## src/rtl/restador_pkg.sv

```systemverilog
// restador_pkg: shared definitions for the bit-serial subtractor.
//   state_t        - control FSM states (IDLE, RUN, DONE)
//   DEFAULT_WIDTH  - default operand/result width
//   clog2()        - bits needed to count WIDTH operand bits (0..WIDTH-1)
package restador_pkg;

   typedef enum logic [1:0] {
      IDLE = 2'd0,
      RUN  = 2'd1,
      DONE = 2'd2
   } state_t;

   localparam int DEFAULT_WIDTH = 8;

   // Ceiling log2; returns at least 1 so a counter always has one bit.
   function automatic int clog2(input int n);
      int r;
      r = 1;
      while ((1 << r) < n) begin
         r = r + 1;
      end
      return r;
   endfunction

endpackage

```

## src/rtl/resta_1bit.sv

```systemverilog
// resta_1bit: combinational 1-bit full subtractor, a - b - bin.
// Ports:
//   a    in  1  minuend bit
//   b    in  1  subtrahend bit
//   bin  in  1  borrow in from the less significant bit
//   d    out 1  difference bit
//   bout out 1  borrow out to the more significant bit
module resta_1bit (
   input  logic a,
   input  logic b,
   input  logic bin,
   output logic d,
   output logic bout
);

   assign d    = a ^ b ^ bin;
   // Borrow when b exceeds a, or when a == b and a borrow is pending.
   assign bout = (~a & b) | (~(a ^ b) & bin);

endmodule

```

## src/rtl/restador_serial.sv

```systemverilog
// restador_serial: bit-serial WIDTH-bit subtractor computing A - B, LSB first,
// with a registered borrow chain and a parallel result once all bits are in.
// Optional feature macro: RESTADOR_OVF_EN adds the signed-overflow port ovf.
// Ports:
//   clk        in  1      clock, rising edge
//   rst        in  1      asynchronous active-high reset
//   start      in  1      pulse: begin or restart an operation
//   in_valid   in  1      a_bit/b_bit valid this cycle
//   a_bit      in  1      minuend bit, LSB first
//   b_bit      in  1      subtrahend bit, LSB first
//   busy       out 1      operation in progress
//   done       out 1      result valid and stable
//   diff       out WIDTH  A - B mod 2^WIDTH
//   borrow_out out 1      1 when A < B (unsigned)
//   ovf        out 1      signed overflow (RESTADOR_OVF_EN only)
module restador_serial
   import restador_pkg::*;
#(
   parameter int WIDTH = DEFAULT_WIDTH
) (
   input  logic             clk,
   input  logic             rst,
   input  logic             start,
   input  logic             in_valid,
   input  logic             a_bit,
   input  logic             b_bit,
   output logic             busy,
   output logic             done,
   output logic [WIDTH-1:0] diff,
   output logic             borrow_out
`ifdef RESTADOR_OVF_EN
   ,
   output logic             ovf
`endif
);

   localparam int CW = clog2(WIDTH);
   localparam logic [CW-1:0] LAST_CNT = CW'(WIDTH - 1);

   state_t           state_q, state_d;
   logic [CW-1:0]    cnt_q, cnt_d;
   logic             borrow_q, borrow_d;
   logic [WIDTH-1:0] diff_q, diff_d;
   logic             bout_q, bout_d;
`ifdef RESTADOR_OVF_EN
   logic             ovf_q, ovf_d;
`endif

   logic accept;
   logic last_bit;
   logic d_bit;
   logic bout_bit;

   // A bit is taken only in RUN and only when no restart is requested.
   assign accept   = (state_q == RUN) && in_valid && !start;
   assign last_bit = (cnt_q == LAST_CNT);

   resta_1bit u_resta (
      .a    (a_bit),
      .b    (b_bit),
      .bin  (borrow_q),
      .d    (d_bit),
      .bout (bout_bit)
   );

   // ---------------- FSM: state register ----------------
   always_ff @(posedge clk or posedge rst) begin
      if (rst) begin
         state_q <= IDLE;
      end else begin
         state_q <= state_d;
      end
   end

   // ---------------- FSM: next state ----------------
   always_comb begin
      state_d = state_q;
      case (state_q)
         IDLE: begin
            if (start) state_d = RUN;
         end
         RUN: begin
            if (start)                  state_d = RUN;
            else if (accept && last_bit) state_d = DONE;
         end
         DONE: begin
            if (start) state_d = RUN;
         end
         default: state_d = IDLE;
      endcase
   end

   // ---------------- FSM: outputs (decoded from state register) ----------------
   always_comb begin
      busy = 1'b0;
      done = 1'b0;
      case (state_q)
         RUN:     busy = 1'b1;
         DONE:    done = 1'b1;
         default: begin
            busy = 1'b0;
            done = 1'b0;
         end
      endcase
   end

   // ---------------- Datapath next-state ----------------
   always_comb begin
      cnt_d    = cnt_q;
      borrow_d = borrow_q;
      diff_d   = diff_q;
      bout_d   = bout_q;
`ifdef RESTADOR_OVF_EN
      ovf_d    = ovf_q;
`endif
      if (start) begin
         // Restart wipes every trace of a previous or partial operation.
         cnt_d    = '0;
         borrow_d = 1'b0;
         diff_d   = '0;
         bout_d   = 1'b0;
`ifdef RESTADOR_OVF_EN
         ovf_d    = 1'b0;
`endif
      end else if (accept) begin
         // Shift right so the first (LSB) bit lands in diff[0] after WIDTH bits.
         diff_d   = {d_bit, diff_q[WIDTH-1:1]};
         borrow_d = bout_bit;
         if (last_bit) begin
            cnt_d  = '0;
            bout_d = bout_bit;
`ifdef RESTADOR_OVF_EN
            // Operands of different sign and result sign differs from A.
            ovf_d  = (a_bit ^ b_bit) & (d_bit ^ a_bit);
`endif
         end else begin
            cnt_d = cnt_q + 1'b1;
         end
      end
   end

   // ---------------- Datapath registers ----------------
   always_ff @(posedge clk or posedge rst) begin
      if (rst) begin
         cnt_q    <= '0;
         borrow_q <= 1'b0;
         diff_q   <= '0;
         bout_q   <= 1'b0;
      end else begin
         cnt_q    <= cnt_d;
         borrow_q <= borrow_d;
         diff_q   <= diff_d;
         bout_q   <= bout_d;
      end
   end

`ifdef RESTADOR_OVF_EN
   always_ff @(posedge clk or posedge rst) begin
      if (rst) begin
         ovf_q <= 1'b0;
      end else begin
         ovf_q <= ovf_d;
      end
   end

   assign ovf = ovf_q;
`endif

   assign diff       = diff_q;
   assign borrow_out = bout_q;

endmodule

```

## config.mk

```make
export PLATFORM = sky130hd
export DESIGN_NAME = restador_serial
export DESIGN_NICKNAME = d
export VERILOG_FILES = /design/src/rtl/restador_pkg.sv /design/src/rtl/resta_1bit.sv /design/src/rtl/restador_serial.sv
export SDC_FILE = /design/constraint.sdc
export NUM_CORES = 1
export LEC_CHECK = 0
export ABC_AREA = 1
export BUFFER_PORTS_ARGS = -buffer_cell sky130_fd_sc_hd__buf_2
export CAP_MARGIN = 20
export CORE_MARGIN = 10
export CORE_UTILIZATION = 42
export CTS_CLUSTER_DIAMETER = 100
export DETAILED_ROUTE_END_ITERATION = 10
export MAX_ROUTING_LAYER = met4
export PLACE_DENSITY = 0.67
export SKIP_LAST_GASP = 1
export SLEW_MARGIN = 20
export SYNTH_ARGS = -nofsm -noshare
export SYNTH_HDL_FRONTEND = slang
export SYNTH_HIERARCHICAL = 1
export SYNTH_SLANG_ARGS = --single-unit
```

## constraint.sdc

```tcl
create_clock -name clk -period 2 [get_ports clk]
set_input_delay 0.4 -clock clk [delete_from_list [all_inputs] [get_ports clk]]
set_output_delay 0.4 -clock clk [all_outputs]
set_load 0.1 [all_outputs]
```

Yosys cells after proc, flatten, opt, wreduce, memory -nomap -nowiden
Index checks and enable logic that the tools add are counted.
{"block": "op_classes", "addsub": 1, "eq_ne": 5, "muxes": 16, "bitwise_logic": 7, "n_reduce_logical": 10}
{"op": "$mux W8", "n": 2}
{"op": "$mux W3", "n": 3}
{"op": "$mux W1", "n": 7}
{"op": "$mux W2", "n": 3}
{"op": "$pmux W2 S2", "n": 1}
{"op": "$reduce_and A2 Y1", "n": 2}
{"op": "$reduce_bool A2 Y1", "n": 2}
{"op": "$add A3 B1 Y3 const B", "n": 1}
{"op": "$eq A3 B3 Y1 const B", "n": 1}
{"op": "$logic_and A1 B1 Y1", "n": 3}
{"op": "$ne A3 B2 Y1 const B", "n": 1}
{"op": "$and A1 B1 Y1", "n": 2}
{"op": "$eq A2 B1 Y1 const B", "n": 1}
{"op": "$eq A2 B2 Y1 const B", "n": 1}
{"op": "$logic_not A2 Y1", "n": 1}
{"op": "$ne A2 B1 Y1 const B", "n": 1}
{"op": "$not A1 Y1", "n": 2}
{"op": "$reduce_or A2 Y1", "n": 1}
{"op": "$xor A1 B1 Y1", "n": 2}
{"op": "$logic_not A1 Y1", "n": 1}
{"op": "$or A1 B1 Y1", "n": 1}
{"block": "word_totals", "register_bits": 15, "in_bits": 6, "out_inout_bits": 11, "elab_cells": 44}

Longest topological paths before layout
Gate-level depths: netlist of run 1.
{"block": "logic_depth", "depth_word": 7, "depth_mapped": 7, "ltp_nobuf": 7}

Modules after synthesis
The synthesis of run 1 kept the hierarchy.
{"mod": "restador_serial", "instances": 1, "cells_each": 101, "area_per_inst_um2": 772.0, "seq_area_each_um2": 375.4}
{"mod": "resta_1bit", "instances": 1, "cells_each": 4, "area_per_inst_um2": 31.3, "seq_area_each_um2": 0.0}

Worst setup path before layout of run 1
Ideal clock, no wire load.
{"block": "synth_path", "kind": "register -> output", "startpoint": "reg state_q[1]", "endpoint": "out busy", "arrival_ns": 1.132, "t_required_ns": 1.600, "path_slack_ns": 0.468, "stages_incl_launch_ff": 4, "path_buffers": 0, "cell_sequence": "dfrtp_1 > inv_2 > nand2_1 > inv_1"}
{"block": "synth_via", "elab_chain_len": 2}
{"item": "start, declared", "line_no": "restador_serial.sv:40", "source": "state_t state_q, state_d;"}
{"item": "start signal, assigned", "line_no": "restador_serial.sv:71", "source": "state_q <= state_d;"}
{"item": "$eq A2 B1 Y1", "line_no": "restador_serial.sv:97", "source": "case (state_q)"}
{"item": "$mux W1", "line_no": "restador_serial.sv:97"}
{"item": "end, declared", "line_no": "restador_serial.sv:27", "source": "output logic busy,"}
Every way passes these cells.

Final worst setup path of run 1
Ends and elaborated chain as after synthesis.

==> results of run 1 <==
Yosys cell counts:
library cell	number	area, um^2
sky130_fd_sc_hd__buf_4	2	15.0
sky130_fd_sc_hd__inv_2	2	7.51
sky130_fd_sc_hd__a21oi_1	1	5.00
sky130_fd_sc_hd__a2bb2oi_2	1	15.0
sky130_fd_sc_hd__buf_2	1	5.00
sky130_fd_sc_hd__nand2_1	30	113
sky130_fd_sc_hd__inv_1	19	71.3
sky130_fd_sc_hd__dfrtp_1	15	375
sky130_fd_sc_hd__nand3_1	13	65.1
sky130_fd_sc_hd__nand2_2	1	6.26
sky130_fd_sc_hd__nor2_1	13	48.8
sky130_fd_sc_hd__nor3_1	1	5.00
sky130_fd_sc_hd__nand3_2	1	10.0
sky130_fd_sc_hd__o21ai_0	1	5.00
sky130_fd_sc_hd__fa_1	1	20.0
sky130_fd_sc_hd__buf_6	1	11.3
sky130_fd_sc_hd__ha_1	2	25.0
worst max path at each step:
stage | startpoint | end | slack [ps] | depth (start not counted)
floorplan | state_q[1] | busy | 470 | 3
detailed placement | state_q[1] | busy | 550 | 4
global route | state_q[1] | busy | 160 | 4
CTS | state_q[1] | busy | 220 | 4
global placement | state_q[1] | busy | 580 | 4
finish | state_q[1] | busy | 230 | 4
sequential cells by signal, summed over array words and instances (netlist names):
| signal | count |
|---|---|
| borrow_out | 1 |
| diff | 8 |
| borrow_q | 1 |
| state_q | 2 |
| cnt_q | 3 |
metrics by stage:
| step | setup slack [ps] | hold slack [ps] | cell area, um^2 | power [mW] | util [%] |
|---|---|---|---|---|---|
| after CTS | 218 | 163 | 910 | 0.853 | 51.6 |
| after floorplan | 468 | 301 | 803 | 0.628 | - |
| after detailed placement | 552 | 491 | 883 | 0.671 | 50.1 |
| final | 234 | 148 | 910 | 0.843 | 51.6 |
| after global placement | 582 | 481 | 883 | 0.664 | 50.1 |
| after global routing | 158 | 170 | 910 | 0.894 | 51.6 |
cells by family (layout without fill, tap and decap cells):
family | after synthesis | after routing | synth area share (%)
compound gates | 3 | 3 | 3.11
fa+ha+maj | 3 | 3 | 5.61
buf+inv | 25 | 41 | 13.7
flops | 15 | 15 | 46.7
simple gates | 59 | 59 | 30.8
cell type report:
type / count / area share, %
Multi-Input combinational cell: 65 / 34.9
Tap cell: 25 / 3.44
Timing Repair Buffer: 16 / 8.80
Clock buffer: 4 / 2.89
Sequential cell: 15 / 41.3
Inverter: 21 / 8.67
worst max-delay path, cell delays in order (launching register included):
cell                      delay (ps)
sky130_fd_sc_hd__dfrtp_1         400
sky130_fd_sc_hd__inv_2            80
sky130_fd_sc_hd__nand2_1          90
sky130_fd_sc_hd__inv_1            80
sky130_fd_sc_hd__buf_2           420
routing by layer:
layer	track usage [%]	share of wire (%)
met1	8.85	47
met2	11.3	45
met3	3.31	6.2
met4	4.92	2.2
met5	-	0
power by group through the flow:
stage	logic (mW)	registers [mW]	clock network, mW
final	0.305	0.357	0.181
after global routing	0.331	0.361	0.202
after CTS	0.309	0.357	0.187
after detailed placement	0.308	0.363	0
after global placement	0.302	0.362	0
after floorplan	0.202	0.426	0
==> metrics.txt, run 1 <==
# TYPE chip_impl_metric gauge
chip_impl_info{name="outcome",value="finished clean"} 1
chip_impl_metric{name="worst-endpoint-arrival",unit="ps"} 1370
chip_impl_metric{name="die_height",unit="um"} 63.7
chip_impl_metric{name="syn-num-nets",unit=""} 114
chip_impl_metric{name="power_density",unit="nW/um^2"} 927
chip_impl_metric{name="chipWidth",unit="um"} 63.7
chip_impl_metric{name="fmaxAchievable",unit="MHz"} 566
chip_impl_metric{name="route.vias.total",unit=""} 642
chip_impl_info{name="cp-end-kind",value="primary output"} 1
chip_impl_metric{name="grt_use_total",unit="%"} 7.88
chip_impl_metric{name="drt_pass1_iterations",unit=""} 4
chip_impl_metric{name="floorplan.io_pins",unit=""} 17
chip_impl_metric{name="switchingPower",unit="mW"} 0.369
chip_impl_metric{name="syn_to_final_growth",unit="%"} 13.2
chip_impl_metric{name="power.static_leakage",unit="nW"} 0.553
chip_impl_metric{name="insertedDiodeCount",unit=""} 0
chip_impl_metric{name="synth.cell_area",unit="um^2"} 803
chip_impl_metric{name="cells_on_worst_reg2reg_path",unit=""} 5
chip_impl_metric{name="cts_h_tree_lvls",unit=""} 1
chip_impl_metric{name="max-vdd-ir-drop",unit="mV"} 0.551
chip_impl_metric{name="share_of_power_burned_in_combinational_logic",unit="%"} 36.2
chip_impl_metric{name="internal_power",unit="mW"} 0.474
chip_impl_metric{name="cts_hold_buf",unit=""} 0
chip_impl_metric{name="multiInputGateArea",unit="um^2"} 318
chip_impl_metric{name="max-slew-margin-rel",unit="%"} 61.4
chip_impl_metric{name="grt_max_degree",unit=""} 16
chip_impl_metric{name="placed_cells",unit=""} 142
chip_impl_metric{name="final-max-slew-violation-count",unit=""} 0
chip_impl_metric{name="route.detailed.drc",unit=""} 0
chip_impl_info{name="worst_r2r_endpoint",value="diff[4]"} 1
chip_impl_metric{name="grt_pass1_wl",unit="um"} 2490
chip_impl_metric{name="antenna_found_initial",unit=""} 0
chip_impl_info{name="layout_common_cells",value="sky130_fd_sc_hd__nand2_1 (30), sky130_fd_sc_hd__inv_1 (19), sky130_fd_sc_hd__buf_2 (16), sky130_fd_sc_hd__dfrtp_1 (15)"} 1
chip_impl_metric{name="number_of_nets_with_antenna_violations_after_detailed_routing",unit=""} 0
chip_impl_info{name="critical_path.reg2reg.startpoint",value="state_q[1]"} 1
chip_impl_metric{name="synth_cells",unit=""} 105
chip_impl_info{name="clockRootBuffer",value="sky130_fd_sc_hd__clkbuf_4"} 1
chip_impl_metric{name="globalplace.congestion",unit=""} 0.704
chip_impl_metric{name="placement_rows",unit=""} 15
chip_impl_metric{name="core",unit="um^2"} 1760
chip_impl_metric{name="start_util",unit="%"} 45.5
chip_impl_metric{name="numPortBuffers",unit=""} 16
chip_impl_metric{name="cts_sinks",unit=""} 15
chip_impl_metric{name="detail_route.vias_per_cell",unit=""} 4.40
chip_impl_metric{name="grt_pass1_vias",unit=""} 553
chip_impl_info{name="timing.critical_path.from_type",value="register"} 1
chip_impl_metric{name="setup_slack_of_the_worst_register_to_register_path",unit="ps"} 800
chip_impl_metric{name="cts_made_buffers",unit=""} 3
chip_impl_metric{name="filler_cell_count",unit=""} 192
chip_impl_metric{name="final_hold_viol_count",unit=""} 0
chip_impl_metric{name="synth.yosys.seq_area_share",unit="%"} 46.7
chip_impl_metric{name="layout-drive-gt1-share",unit="%"} 19.8
chip_impl_metric{name="timing.critical_path.required",unit="ps"} 1600
chip_impl_metric{name="cts_max_path_buffers",unit=""} 2
chip_impl_metric{name="ctsResizeCount",unit=""} 0
chip_impl_metric{name="power.clock.fraction",unit="%"} 21.5
chip_impl_info{name="grt_setup_unrepaired",value="no"} 1
chip_impl_metric{name="total_global_routing_overflow",unit=""} 0
chip_impl_metric{name="fin_setup_tns",unit="ps"} 0
chip_impl_metric{name="synth.yosys.warnings",unit=""} 6
chip_impl_info{name="timing.hold.worst.class",value="input port to async pin"} 1
chip_impl_metric{name="finalCritPeriodShare",unit="%"} 88.3
chip_impl_metric{name="max_capacitance_violation_count",unit=""} 0
chip_impl_metric{name="seq_area",unit="um^2"} 375
chip_impl_metric{name="seq_cells_post_synth",unit=""} 15
chip_impl_metric{name="dp_hpwl",unit="um"} 1110
chip_impl_metric{name="netlist-cell-type-count",unit=""} 17
chip_impl_metric{name="drtIter0Drc",unit=""} 24
chip_impl_metric{name="postSynthAreaPerCell",unit="um^2"} 7.65
chip_impl_metric{name="number_of_nets_in_the_layout",unit=""} 131
chip_impl_metric{name="worst_setup_hold_path_clk_slew",unit="ps"} 90
chip_impl_metric{name="clock_latency_on_the_worst_skew_pair",unit="ps"} 290
chip_impl_metric{name="minimum_clock_period",unit="ps"} 1770
chip_impl_metric{name="max_slew.worst_pin.slew",unit="ps"} 578
chip_impl_info{name="mostFrequentLayoutCell",value="sky130_fd_sc_hd__nand2_1"} 1
chip_impl_metric{name="wire_per_inst",unit="um"} 10.7
chip_impl_metric{name="cts_post_setup_buffers_inserted",unit=""} 0
chip_impl_metric{name="total_length_of_routed_wires",unit="um"} 1570
chip_impl_info{name="tritoncts",value="done"} 1
chip_impl_metric{name="cp_max_fo",unit=""} 4
chip_impl_metric{name="die_outline_area",unit="um^2"} 4060
chip_impl_metric{name="setup_viol_count_final",unit=""} 0
chip_impl_metric{name="seqPwrFrac",unit="%"} 42.4
chip_impl_metric{name="layout.cells.non_filler",unit=""} 146
chip_impl_metric{name="switching_share",unit="%"} 43.8
chip_impl_metric{name="skew",unit="ps"} 2.42
chip_impl_info{name="worst_setup_path_type",value="register to primary output"} 1
(Power assumes the default switching activity.)
==> inputs of run 2 (changes only) <==
Settings changed: ABC_AREA 1 to unset, CORE_UTILIZATION 42 to 45, PLACE_DENSITY 0.67 to 0.71.
==> run 2 against run 1 <==
Effect of this change:
- sequential power is 11% lower
- fmax is 4.7% lower
- clock skew is 1.4 ps higher
- non-clock buffer count is 1 higher
- sequential share of layout area is 1.3 points higher
- largest cell class unchanged
- combinational power is 72% lower
- clock power is 4% lower
- via count is 23% lower
- die area is 7.5% lower
- core utilization is 5.0 points higher
- total power is 32% lower
==> metrics.txt, run 2 <==
# TYPE chip_impl_metric gauge
chip_impl_metric{name="internal_power",unit="mW"} 0.418
chip_impl_metric{name="die_height",unit="um"} 61.3
chip_impl_metric{name="synth_simple_gate_area_share",unit="%"} 19.9
chip_impl_metric{name="synth.yosys.warnings",unit=""} 6
chip_impl_metric{name="share_of_power_burned_in_combinational_logic",unit="%"} 14.9
chip_impl_metric{name="grt_max_degree",unit=""} 21
chip_impl_metric{name="netlist-cell-type-count",unit=""} 19
chip_impl_metric{name="route.detailed.drc",unit=""} 0
chip_impl_metric{name="syn-num-nets",unit=""} 74
chip_impl_metric{name="cells_on_worst_reg2reg_path",unit=""} 3
chip_impl_metric{name="fin_setup_tns",unit="ps"} 0
chip_impl_metric{name="drt_pass1_iterations",unit=""} 4
chip_impl_metric{name="switchingPower",unit="mW"} 0.157
chip_impl_metric{name="postLayoutSetupSlackWorst",unit="ps"} 148
chip_impl_info{name="outcome",value="finished clean"} 1
chip_impl_metric{name="insertedDiodeCount",unit=""} 0
chip_impl_metric{name="max-vdd-ir-drop",unit="mV"} 0.386
chip_impl_metric{name="core",unit="um^2"} 1560
chip_impl_metric{name="synth-xor-area-share",unit="%"} 0
chip_impl_metric{name="seqPwrFrac",unit="%"} 55.1
chip_impl_metric{name="wire_per_inst",unit="um"} 14.6
chip_impl_metric{name="power_density",unit="nW/um^2"} 653
chip_impl_metric{name="total_global_routing_overflow",unit=""} 0
chip_impl_metric{name="max_slew.worst_pin.slew",unit="ps"} 569
chip_impl_metric{name="number_of_nets_in_the_layout",unit=""} 93
chip_impl_info{name="timing.critical_path.from_type",value="register"} 1
chip_impl_metric{name="die_outline_area",unit="um^2"} 3760
chip_impl_metric{name="start_util",unit="%"} 49.2
chip_impl_info{name="tritoncts",value="done"} 1
chip_impl_metric{name="dp_hpwl",unit="um"} 1120
chip_impl_metric{name="fmaxAchievable",unit="MHz"} 540
chip_impl_info{name="slowest_stage",value="sky130_fd_sc_hd__dfrtp_1"} 1
chip_impl_metric{name="floorplan.io_pins",unit=""} 17
chip_impl_metric{name="final-max-slew-violation-count",unit=""} 0
chip_impl_metric{name="globalplace.congestion",unit=""} 0.754
chip_impl_metric{name="grt_pass1_wl",unit="um"} 2540
chip_impl_metric{name="placed_cells",unit=""} 95
chip_impl_metric{name="synth_top_area_share",unit="%"} 48.9
chip_impl_metric{name="syn_to_final_growth",unit="%"} 15.0
chip_impl_metric{name="crit_path_max_incr_delay",unit="ps"} 450
chip_impl_metric{name="numPortBuffers",unit=""} 16
chip_impl_metric{name="synth_cells",unit=""} 65
chip_impl_metric{name="cp_max_fo",unit=""} 7
chip_impl_metric{name="setup_viol_count_final",unit=""} 0
chip_impl_info{name="clockRootBuffer",value="sky130_fd_sc_hd__clkbuf_4"} 1
chip_impl_metric{name="cts_sinks",unit=""} 15
chip_impl_info{name="synthMostInstantiatedCell",value="sky130_fd_sc_hd__nand2b_1"} 1
chip_impl_info{name="synth_common_cells",value="sky130_fd_sc_hd__nand2b_1 (16), sky130_fd_sc_hd__dfrtp_1 (15), sky130_fd_sc_hd__mux2i_1 (12)"} 1
chip_impl_metric{name="worst-endpoint-arrival",unit="ps"} 1450
chip_impl_metric{name="worst-path-buf-inv",unit=""} 2
chip_impl_metric{name="layout-drive-gt1-share",unit="%"} 26.5
chip_impl_metric{name="antenna_found_initial",unit=""} 0
chip_impl_metric{name="synth.yosys.seq_area_share",unit="%"} 48.9
chip_impl_metric{name="timing.critical_path.required",unit="ps"} 1600
chip_impl_metric{name="max-slew-margin-rel",unit="%"} 62.0
chip_impl_metric{name="grt_pass1_vias",unit=""} 568
chip_impl_metric{name="layout.cells.non_filler",unit=""} 99
chip_impl_metric{name="cts_made_buffers",unit=""} 3
chip_impl_metric{name="minimum_clock_period",unit="ps"} 1850
chip_impl_metric{name="grt_use_total",unit="%"} 9.40
chip_impl_metric{name="synth_enable_flop_cells",unit=""} 0
chip_impl_info{name="grt_setup_unrepaired",value="no"} 1
chip_impl_info{name="ys.flop_type",value="sky130_fd_sc_hd__dfrtp_1"} 1
chip_impl_metric{name="chipWidth",unit="um"} 61.3
chip_impl_info{name="cp-end-kind",value="primary output"} 1
chip_impl_metric{name="detail_route.vias_per_cell",unit=""} 5.01
chip_impl_metric{name="cts_h_tree_lvls",unit=""} 1
chip_impl_info{name="layout_common_cells",value="sky130_fd_sc_hd__nand2b_1 (16), sky130_fd_sc_hd__buf_2 (16), sky130_fd_sc_hd__dfrtp_1 (15), sky130_fd_sc_hd__mux2i_1 (12), sky130_fd_sc_hd__inv_1 (5)"} 1
chip_impl_metric{name="cts_hold_buf",unit=""} 0
chip_impl_metric{name="post_placement_setup_slack",unit="ps"} 468
chip_impl_metric{name="largest_register_ffs",unit=""} 8
chip_impl_info{name="crit_path_leading_delay_family",value="buffers and inverters"} 1
chip_impl_info{name="synth.top_cells.by_area",value="sky130_fd_sc_hd__dfrtp_1 (49%), sky130_fd_sc_hd__mux2i_1 (16%), sky130_fd_sc_hd__nand2b_1 (13%), sky130_fd_sc_hd__ha_1 (3.3%), sky130_fd_sc_hd__fa_1 (2.6%)"} 1
chip_impl_metric{name="muxShareOfSynthArea",unit="%"} 17.6
chip_impl_info{name="critical_path.reg2reg.startpoint",value="state_q[1]"} 1
chip_impl_metric{name="p_total",unit="mW"} 0.576
chip_impl_metric{name="ctsResizeCount",unit=""} 0
chip_impl_metric{name="max_capacitance_violation_count",unit=""} 0
chip_impl_metric{name="seq_cells_post_synth",unit=""} 15
chip_impl_metric{name="placement_rows",unit=""} 14
chip_impl_metric{name="worst_setup_hold_path_clk_slew",unit="ps"} 90
chip_impl_metric{name="clock_latency_on_the_worst_skew_pair",unit="ps"} 280
chip_impl_info{name="cp-startpoint",value="state_q[0]"} 1
chip_impl_metric{name="finalCritPeriodShare",unit="%"} 92.6
chip_impl_metric{name="route.vias.total",unit=""} 496
chip_impl_info{name="timing.hold.worst.class",value="input port to async pin"} 1
chip_impl_metric{name="design_area",unit="um^2"} 882
chip_impl_metric{name="postSynthAreaPerCell",unit="um^2"} 11.8
chip_impl_metric{name="skew",unit="ps"} 3.78
chip_impl_metric{name="drtIter0Drc",unit=""} 8
chip_impl_metric{name="power.static_leakage",unit="nW"} 0.482
chip_impl_metric{name="synth.cell_area",unit="um^2"} 767
chip_impl_metric{name="cts_max_path_buffers",unit=""} 2
chip_impl_metric{name="power.clock.fraction",unit="%"} 30.0
chip_impl_metric{name="detailed_place.area",unit="um^2"} 856
chip_impl_metric{name="number_of_nets_with_antenna_violations_after_detailed_routing",unit=""} 0
chip_impl_metric{name="total_length_of_routed_wires",unit="um"} 1450
chip_impl_info{name="worst_setup_path_type",value="register to primary output"} 1
chip_impl_metric{name="switching_share",unit="%"} 27.3
chip_impl_metric{name="finish.utilization",unit="%"} 56.6
chip_impl_metric{name="compound_gate_portion_of_the_synthesized_area",unit="%"} 2.77
chip_impl_metric{name="synth_adder_area_share",unit="%"} 5.87
chip_impl_metric{name="synth-async-reset-ratio",unit="%"} 100
chip_impl_metric{name="filler_cell_count",unit=""} 143
chip_impl_metric{name="timing.hold.ws",unit="ps"} 155
chip_impl_info{name="crit_path_cell_trace",value="or2b_1 -> inv_1 -> buf_2"} 1
chip_impl_info{name="synth_top_family_by_area",value="simple AND/OR/NAND/NOR gates"} 1
chip_impl_info{name="synth_top_cell_by_area",value="sky130_fd_sc_hd__dfrtp_1"} 1
chip_impl_metric{name="cts_post_setup_buffers_inserted",unit=""} 0
chip_impl_metric{name="cp.depth",unit=""} 3
chip_impl_metric{name="final_hold_viol_count",unit=""} 0
## run 2: routing by layer
metal	wire, um	up-vias	global-route usage, %
met4	24	0	5.86
met1	661	231	10.1
li1	-	251	-
met5	0	-	-
met2	690	10	14.8
met3	71	4	2.88
## run 2: path summary, 6_finish.rpt
check,to,slack [ps]
min in group clk,state_q[0],480
min reg2reg,state_q[0],540
max reg2reg,diff[7],620
max,done,150
min,state_q[0],160
max in group asynchronous,diff[4],1470
## run 2: cells by family after synthesis
| group | Yosys count |
|---|---|
| and+or+nand+nor | 23 |
| DFF | 15 |
| muxes | 13 |
| buffers and inverters | 8 |
| AOI/OAI and AO/OA | 3 |
| adders and majority gates | 3 |
## run 2: power by group through the flow
stage	logic, mW	clock network (mW)	registers [mW]
2_1_floorplan	0.0446	0	0.348
3_3_place_gp	0.0863	0	0.322
3_5_place_dp	0.0877	0	0.323
4_1_cts	0.0880	0.179	0.317
5_1_grt	0.0955	0.191	0.318
6_report	0.0861	0.173	0.317
## run 2: area by class of cell
class | count | area, um^2 | share of cell area [%]
Inverter | 5 | 18.8 | 2.13
Timing Repair Buffer | 17 | 87.6 | 9.93
Clock buffer | 4 | 26.3 | 2.98
Multi-Input combinational cell | 42 | 354 | 40.1
Sequential cell | 15 | 375 | 42.6
Tap cell | 16 | 20.0 | 2.27
## run 2: worst register-to-register path, stage by stage (launching register included)
cell                      delay [ps]
sky130_fd_sc_hd__dfrtp_1         430
sky130_fd_sc_hd__and3b_1         470
sky130_fd_sc_hd__buf_4           220
sky130_fd_sc_hd__mux2i_1         190
